<file path="config.mk">
export PLATFORM = sky130hd
export DESIGN_NAME = nvram_port_ctrl
export DESIGN_NICKNAME = d
export VERILOG_FILES = /design/src/rtl/nvram_pkg.sv /design/src/rtl/nvram_port_ctrl_quiet_timer.sv /design/src/rtl/nvram_port_ctrl.sv
export SDC_FILE = /design/constraint.sdc
export NUM_CORES = 1
export LEC_CHECK = 0
export ABC_AREA = 1
export BUFFER_PORTS_ARGS = -buffer_cell sky130_fd_sc_hd__buf_2
export CAP_MARGIN = 20
export CORE_UTILIZATION = 48
export CTS_BUF_LIST = sky130_fd_sc_hd__clkbuf_2
export DETAILED_ROUTE_END_ITERATION = 16
export HOLD_SLACK_MARGIN = 0.06
export PLACE_DENSITY = 0.83
export SLEW_MARGIN = 10
export SYNTH_ARGS = -nofsm -noshare
export SYNTH_HDL_FRONTEND = slang
export SYNTH_SLANG_ARGS = --single-unit
</file>
<file path="constraint.sdc">
create_clock -name clk_sys -period 2.45 [get_ports clk_sys]
set_input_delay 0.3675 -clock clk_sys [delete_from_list [all_inputs] [get_ports clk_sys]]
set_output_delay 0.3675 -clock clk_sys [all_outputs]
set_load 0.02 [all_outputs]
</file>
<file path="src/rtl/nvram_pkg.sv">
// nvram_pkg: shared state encoding and constants for the NVRAM port-B controller.
package nvram_pkg;

    localparam int unsigned NV_AW        = 9;
    localparam int unsigned NV_DEPTH     = 512;
    localparam logic [7:0]  NV_FILL_BYTE = 8'hFF;

    typedef enum logic [2:0] {
        ST_IDLE,
        ST_DL,
        ST_UL_ADDR,
        ST_UL_DATA,
        ST_WIPE
    } nv_state_t;

endpackage

</file>
<file path="src/rtl/nvram_port_ctrl_quiet_timer.sv">
// nvram_quiet_timer: counts idle cycles while the image is dirty and raises one save request.
// Built into nvram_port_ctrl only when NVRAM_AUTOSAVE_EN is defined.
module nvram_quiet_timer #(
    parameter logic [23:0] QUIET_CYCLES = 24'd2_000_000
) (
    input  logic clk,
    input  logic reset,
    input  logic clear,
    input  logic count_en,
    output logic save_req
);

    logic [23:0] cnt;

    // The counter parks at QUIET_CYCLES so the request fires once per quiet period.
    always_ff @(posedge clk) begin
        if (reset) begin
            cnt      <= '0;
            save_req <= 1'b0;
        end else begin
            save_req <= 1'b0;
            if (clear) begin
                cnt <= '0;
            end else if (count_en && cnt != QUIET_CYCLES) begin
                cnt      <= cnt + 24'd1;
                save_req <= (cnt + 24'd1 == QUIET_CYCLES);
            end
        end
    end

endmodule

</file>
<file path="src/rtl/nvram_port_ctrl.sv">
// nvram_port_ctrl: owns NVRAM port B - ioctl load/save, 0xFF wipe and dirty tracking.
// Define NVRAM_AUTOSAVE_EN to build the quiet-time autosave request on save_req.
module nvram_port_ctrl
    import nvram_pkg::*;
#(
    parameter int unsigned AW           = NV_AW,
    parameter int unsigned DEPTH        = NV_DEPTH,
    parameter logic [7:0]  NV_INDEX     = 8'd4,
    parameter logic [23:0] QUIET_CYCLES = 24'd2_000_000
) (
    input  logic          clk_sys,
    input  logic          reset,
    input  logic          ioctl_download,
    input  logic          ioctl_upload,
    input  logic [7:0]    ioctl_index,
    input  logic          ioctl_wr,
    input  logic          ioctl_rd,
    input  logic [24:0]   ioctl_addr,
    input  logic [7:0]    ioctl_dout,
    output logic [7:0]    ioctl_din,
    output logic          ioctl_din_valid,
    input  logic          wipe,
    input  logic          cpu_nv_we,
    output logic [AW-1:0] nv_addr,
    output logic          nv_we,
    output logic [7:0]    nv_din,
    input  logic [7:0]    nv_dout,
    output logic          busy,
    output logic          nv_dirty,
    output logic          save_req
);

    localparam logic [24:0]   DEPTH_A   = 25'(DEPTH);
    localparam logic [AW-1:0] LAST_ADDR = AW'(DEPTH - 1);

    // Handshake: ioctl_wr/ioctl_rd are single-cycle strobes with no ready; ioctl_din
    // is meaningful only in the cycle ioctl_din_valid is high.
    nv_state_t     state, state_n;
    logic          wipe_pend, wipe_pend_n;
    logic [AW-1:0] addr_n;
    logic          we_n;
    logic [7:0]    din_n;
    logic          ul_oor, ul_oor_n;
    logic          ul_done, ul_sel_q;
    logic [7:0]    din_hold, rd_byte;
    logic          selected, dl_sel, ul_sel, in_range;
    logic          dl_clr, ul_fall, ul_clr, wipe_done, dirty_n;

    assign selected = (ioctl_index == NV_INDEX);
    assign dl_sel   = ioctl_download && selected;
    assign ul_sel   = ioctl_upload && selected;
    assign in_range = (ioctl_addr < DEPTH_A);
    assign ul_fall  = ul_sel_q && !ioctl_upload;
    assign ul_clr   = ul_fall && (ul_done || state == ST_UL_DATA);

    always_comb begin
        state_n     = state;
        wipe_pend_n = wipe_pend;
        addr_n      = nv_addr;
        we_n        = 1'b0;
        din_n       = nv_din;
        ul_oor_n    = ul_oor;
        dl_clr      = 1'b0;
        wipe_done   = 1'b0;
        if (wipe && state != ST_IDLE) wipe_pend_n = 1'b1;
        case (state)
            ST_IDLE: begin
                if (wipe || wipe_pend) begin
                    state_n     = ST_WIPE;
                    wipe_pend_n = 1'b0;
                    addr_n      = '0;
                    we_n        = 1'b1;
                    din_n       = NV_FILL_BYTE;
                end else if (dl_sel) begin
                    state_n = ST_DL;
                end else if (ul_sel && ioctl_rd) begin
                    state_n  = ST_UL_ADDR;
                    ul_oor_n = !in_range;
                    // Out-of-range reads leave the RAM address untouched.
                    if (in_range) addr_n = ioctl_addr[AW-1:0];
                end
            end
            ST_DL: begin
                if (!ioctl_download) begin
                    state_n = ST_IDLE;
                    dl_clr  = 1'b1;
                end else if (ioctl_wr && in_range) begin
                    we_n   = 1'b1;
                    addr_n = ioctl_addr[AW-1:0];
                    din_n  = ioctl_dout;
                end
            end
            ST_UL_ADDR: state_n = ST_UL_DATA;
            ST_UL_DATA: state_n = ST_IDLE;
            ST_WIPE: begin
                if (nv_addr == LAST_ADDR) begin
                    state_n   = ST_IDLE;
                    wipe_done = 1'b1;
                end else begin
                    addr_n = nv_addr + AW'(1);
                    we_n   = 1'b1;
                    din_n  = NV_FILL_BYTE;
                end
            end
            default: state_n = ST_IDLE;
        endcase
    end

    // A CPU write in the same cycle as a load/save clear keeps the image dirty.
    assign dirty_n = (nv_dirty && !(dl_clr || ul_clr)) || wipe_done || cpu_nv_we;

    always_ff @(posedge clk_sys) begin
        if (reset) begin
            state     <= ST_IDLE;
            wipe_pend <= 1'b0;
            nv_addr   <= '0;
            nv_we     <= 1'b0;
            nv_din    <= '0;
            busy      <= 1'b0;
            nv_dirty  <= 1'b0;
            ul_oor    <= 1'b0;
            ul_done   <= 1'b0;
            ul_sel_q  <= 1'b0;
            din_hold  <= '0;
        end else begin
            state     <= state_n;
            wipe_pend <= wipe_pend_n;
            nv_addr   <= addr_n;
            nv_we     <= we_n;
            nv_din    <= din_n;
            busy      <= (state_n != ST_IDLE);
            nv_dirty  <= dirty_n;
            ul_oor    <= ul_oor_n;
            ul_sel_q  <= ul_sel;
            if (ul_fall)                    ul_done <= 1'b0;
            else if (state == ST_UL_DATA)   ul_done <= 1'b1;
            if (state == ST_UL_DATA)        din_hold <= rd_byte;
        end
    end

    // The RAM read lands in UL_DATA, so the byte is forwarded straight from nv_dout.
    assign rd_byte         = ul_oor ? NV_FILL_BYTE : nv_dout;
    assign ioctl_din_valid = (state == ST_UL_DATA);
    assign ioctl_din       = ioctl_din_valid ? rd_byte : din_hold;

`ifdef NVRAM_AUTOSAVE_EN
    nvram_quiet_timer #(
        .QUIET_CYCLES(QUIET_CYCLES)
    ) u_quiet_timer (
        .clk      (clk_sys),
        .reset    (reset),
        .clear    (cpu_nv_we || ul_clr),
        .count_en (nv_dirty && state == ST_IDLE),
        .save_req (save_req)
    );
`else
    logic unused_quiet;
    assign unused_quiet = ^QUIET_CYCLES;
    assign save_req     = 1'b0;
`endif

endmodule

</file>
==> Flow_metrics.wiki <==
{| class="wikitable"
! Metric !! Value
|-
| Outcome || complete, no violations
|-
| Top cell by count, worst path || nand2_1
|-
| Fraction of post-synthesis cell area in the top cell type by area || 0.390
|-
| Syn_nets || 341
|-
| Post-synthesis cell type count || 28
|-
| Count of cells along the worst hold path || 3
|-
| Count of antenna diodes in the layout || 0
|-
| Leading cell types in the layout, fill and taps excluded || buf_2 (85), nand2_1 (66), nor2_1 (66)
|-
| Cell-by-cell listing of the critical path || ha_1, nand2_1, inv_1, nand2_1, nor2_1, nand3_1, nor2_1, ha_1, nand2_4, o21ai_1, inv_1, nand3_2, nor2_4, nand2_1, nand2_1, nor2_1
|-
| Number of buffers added on ports || 85
|-
| Endpoint with the worst hold slack || nv_din[4]
|-
| Synth Register Bits || 35
|-
| Number of buffers created by CTS || 5
|-
| Share of total power in the clock network || 0.288
|-
| Post-cts gate resize count || 0
|-
| Leakage power of the design || 1.25 nW
|-
| Synth area leaders || dfxtp_1 (39%), nand2_1 (14%), nor2_1 (14%), inv_1 (5.4%), o21ai_0 (5.3%)
|-
| Hpwl dp || 3.26 mm
|-
| Final standard cell area without fillers || 2320 µm²
|-
| Most frequent standard cell in the layout excluding fill and tap cells || buf_2
|-
| Total number of vias || 2003
|-
| Largest clock skew in the final design || 14.9 ps
|-
| Max cap viols || 0
|-
| Startpoint kind of the worst setup timing path || flop
|-
| Critical Path Max Stage Delay || 380 ps
|-
| Largest fanout on the critical path || 16
|-
| Max-slew violation count || 0
|-
| Total congestion overflow || 0
|-
| Fill cell total of the finished layout || 320
|-
| Netlist Area Pre-Place || 1800 µm²
|-
| DIE AREA || 3990 µm²
|-
| Growth of design area from synthesis to finish || 29.1%
|-
| Quantity of hold-fixing buffers added after cts || 0
|-
| Path category of the worst min-delay check || in2reg
|-
| Period minus WS final || 2100 ps
|-
| Wire length after detailed routing || 4.25 mm
|-
| Ratio of final minimum period to clock period || 0.855
|-
| First-pass GRT wire length || 7.45 mm
|-
| Clock-pin transition on the worst setup and hold timing paths || 190 ps
|-
| Routed wire per std cell || 10.2 µm
|-
| Worst slack at placement || 390 ps
|-
| R2R Path Start || nv_addr[0]
|-
| Drt first-iter violations || 123
|-
| Fraction of final layout cells with drive strength greater than 1 || 0.281
|-
| Die Wd || 63.2 µm
|-
| Vias in the first global route || 1815
|-
| Mapped Avg Cell Area || 6.38 µm²
|-
| Slowest stage cell on the critical path || dfxtp_1
|-
| Library cell with the largest summed area after synthesis || dfxtp_1
|-
| Fraction of power spent switching nets || 0.308
|-
| Reg2Reg Setup Slack || 350 ps
|-
| Total Routing Usage GR || 0.234
|-
| Worst EP arrival || 2410 ps
|-
| Die Ht || 63.2 µm
|-
| Clock tree from TritonCTS || built
|-
| PwrDens || 546 nW/µm²
|-
| Internal power || 877 µW
|-
| Post CTS Setup Buffer Count || 0
|-
| Required time of the worst setup path || 2770 ps
|-
| Global placer's final weighted congestion || 0.806
|-
| Headroom to the max-slew limit || 0.628
|-
| Largest net degree at the start of global routing || 20
|-
| Register area share after synthesis || 0.390
|-
| Boundary pin count || 87
|-
| Setup CP Type || reg2reg
|-
| Final setup margin || 354 ps
|-
| Insertion delay to the later sink of the worst-skew pair || 390 ps
|-
| Critical path endpoint category || flop
|-
| Clock root buffer || clkbuf_2
|-
| Fmax achieved || 0.477 GHz
|-
| Total setup violations reported at the end of the flow || 0
|-
| Antenna-violating nets left || 0
|-
| Number of standard-cell rows in the floorplan || 21
|-
| Endpoint of the lowest-slack register-to-register path || nv_addr[3]
|-
| Cell Area, Placed || 2260 µm²
|-
| Reg power frac || 0.500
|-
| Antenna violations before repair || 0
|-
| Hold violation total from the final report || 0
|-
| Reg area || 701 µm²
|-
| Vias per cell || 4.81
|-
| Worst r2r path cells || 16
|-
| Yosys warning count || 0
|-
| Net switching power || 390 µW
|-
| Startpoint of the most critical hold path || ioctl_dout[4]
|-
| Least-Margin Pin Slew || 557 ps
|-
| Post-synthesis instance total || 282
|-
| # H-tree levels || 2
|-
| Clock sink count || 35
|-
| Max Root-Sink Buffers || 2
|-
| Total Neg Setup Slack || 0 ps
|-
| Starting density of the core || 0.518
|-
| DRC violation count after routing || 0
|-
| Part of the power in combinational logic || 0.213
|-
| CORE AREA || 3470 µm²
|-
| Detailed-router iteration count before antenna repair || 5
|-
| Net count reported at finish || 428
|-
| Worst VDD drop || 391 µV
|-
| Unrepaired setup endpoints after global routing || no
|-
| Combined area of the multi-input logic cells || 955 µm²
|}
==> through the flow <==
| stage | hold WS, ps | power [mW] | util | std cells |
|---|---|---|---|---|
| after floorplan | 449 | 0.815 | - | 282 |
| after global placement | 459 | 0.908 | 0.651 | 408 |
| after detailed placement | 466 | 0.915 | 0.651 | 408 |
| after CTS | 176 | 1.27 | 0.669 | 416 |
| after global routing | 162 | 1.34 | 0.669 | 416 |
| final | 180 | 1.27 | 0.669 | 416 |
==> power by group through the flow <==
stage / Clock (mW) / Sequential [mW] / Combinational [mW]
floorplan: 0 / 0.683 / 0.132
global placement: 0 / 0.644 / 0.263
detailed placement: 0 / 0.645 / 0.270
CTS: 0.369 / 0.633 / 0.270
global route: 0.394 / 0.640 / 0.307
finish: 0.364 / 0.633 / 0.269
==> synthesized netlist by cell type (all sizes together) <==
| cell type | n |
|---|---|
| o21ai | 20 |
| clkbuf | 4 |
| ha | 2 |
| nor2 | 70 |
| buf | 3 |
| dfxtp | 35 |
| nand3 | 12 |
| a31oi | 2 |
| conb | 1 |
| inv | 27 |
| or2 | 1 |
| nand2 | 68 |
| nand4 | 2 |
| o22ai | 1 |
| nor3 | 15 |
| a22oi | 2 |
| a21oi | 16 |
| nor4 | 1 |
==> worst max path at each step <==
stage	slack [ps]	startpoint	to
finish	350	nv_addr[0]	nv_addr[3]
global route	90	nv_addr[0]	nv_addr[4]
CTS	340	nv_addr[0]	nv_addr[8]
detailed placement	390	nv_addr[0]	nv_addr[2]
global placement	470	nv_addr[0]	nv_addr[7]
floorplan	370	nv_addr[0]	nv_addr[5]
==> flip-flops by register name (all words and copies together) (netlist names) <==
register	cells
busy	1
din_hold	8
nv_addr	9
nv_din	8
nv_dirty	1
nv_we	1
state	3
ul_done	1
ul_oor	1
ul_sel_q	1
wipe_pend	1
==> layer usage <==
layer	global-route usage	share of wire	up-vias
met3	0.0634	0.070	8
met2	0.407	0.48	69
li1	-	-	1073
met4	0.0881	0.019	0
met1	0.272	0.43	853
met5	0	0	-
==> critical path: cells and delay by family, from the launching register on <==
family | cells | cell delay (ps)
simple gates | 11 | 1020
flops | 1 | 380
compound gates | 1 | 70
buf+inv | 2 | 140
fa+ha+maj | 2 | 430
==> layout make-up <==
type | instances | share of cell area
Multi-Input combinational cell | 213 | 0.411
Sequential cell | 35 | 0.302
Timing Repair Buffer | 87 | 0.190
Inverter | 27 | 0.0447
Tap cell | 46 | 0.0248
Clock inverter | 3 | 0.0167
Clock buffer | 5 | 0.0108
==> cells by family (layout without fill, tap and decap cells) <==
group | Yosys count | after routing | synth area share
and+or+nand+nor | 169 | 169 | 0.394
other | 1 | 1 | 0.00209
DFF | 35 | 35 | 0.390
buffers and inverters | 34 | 122 | 0.0793
adders and majority gates | 2 | 2 | 0.0139
AOI/OAI and AO/OA | 41 | 41 | 0.121
Power figures use the tool's default switching activity.
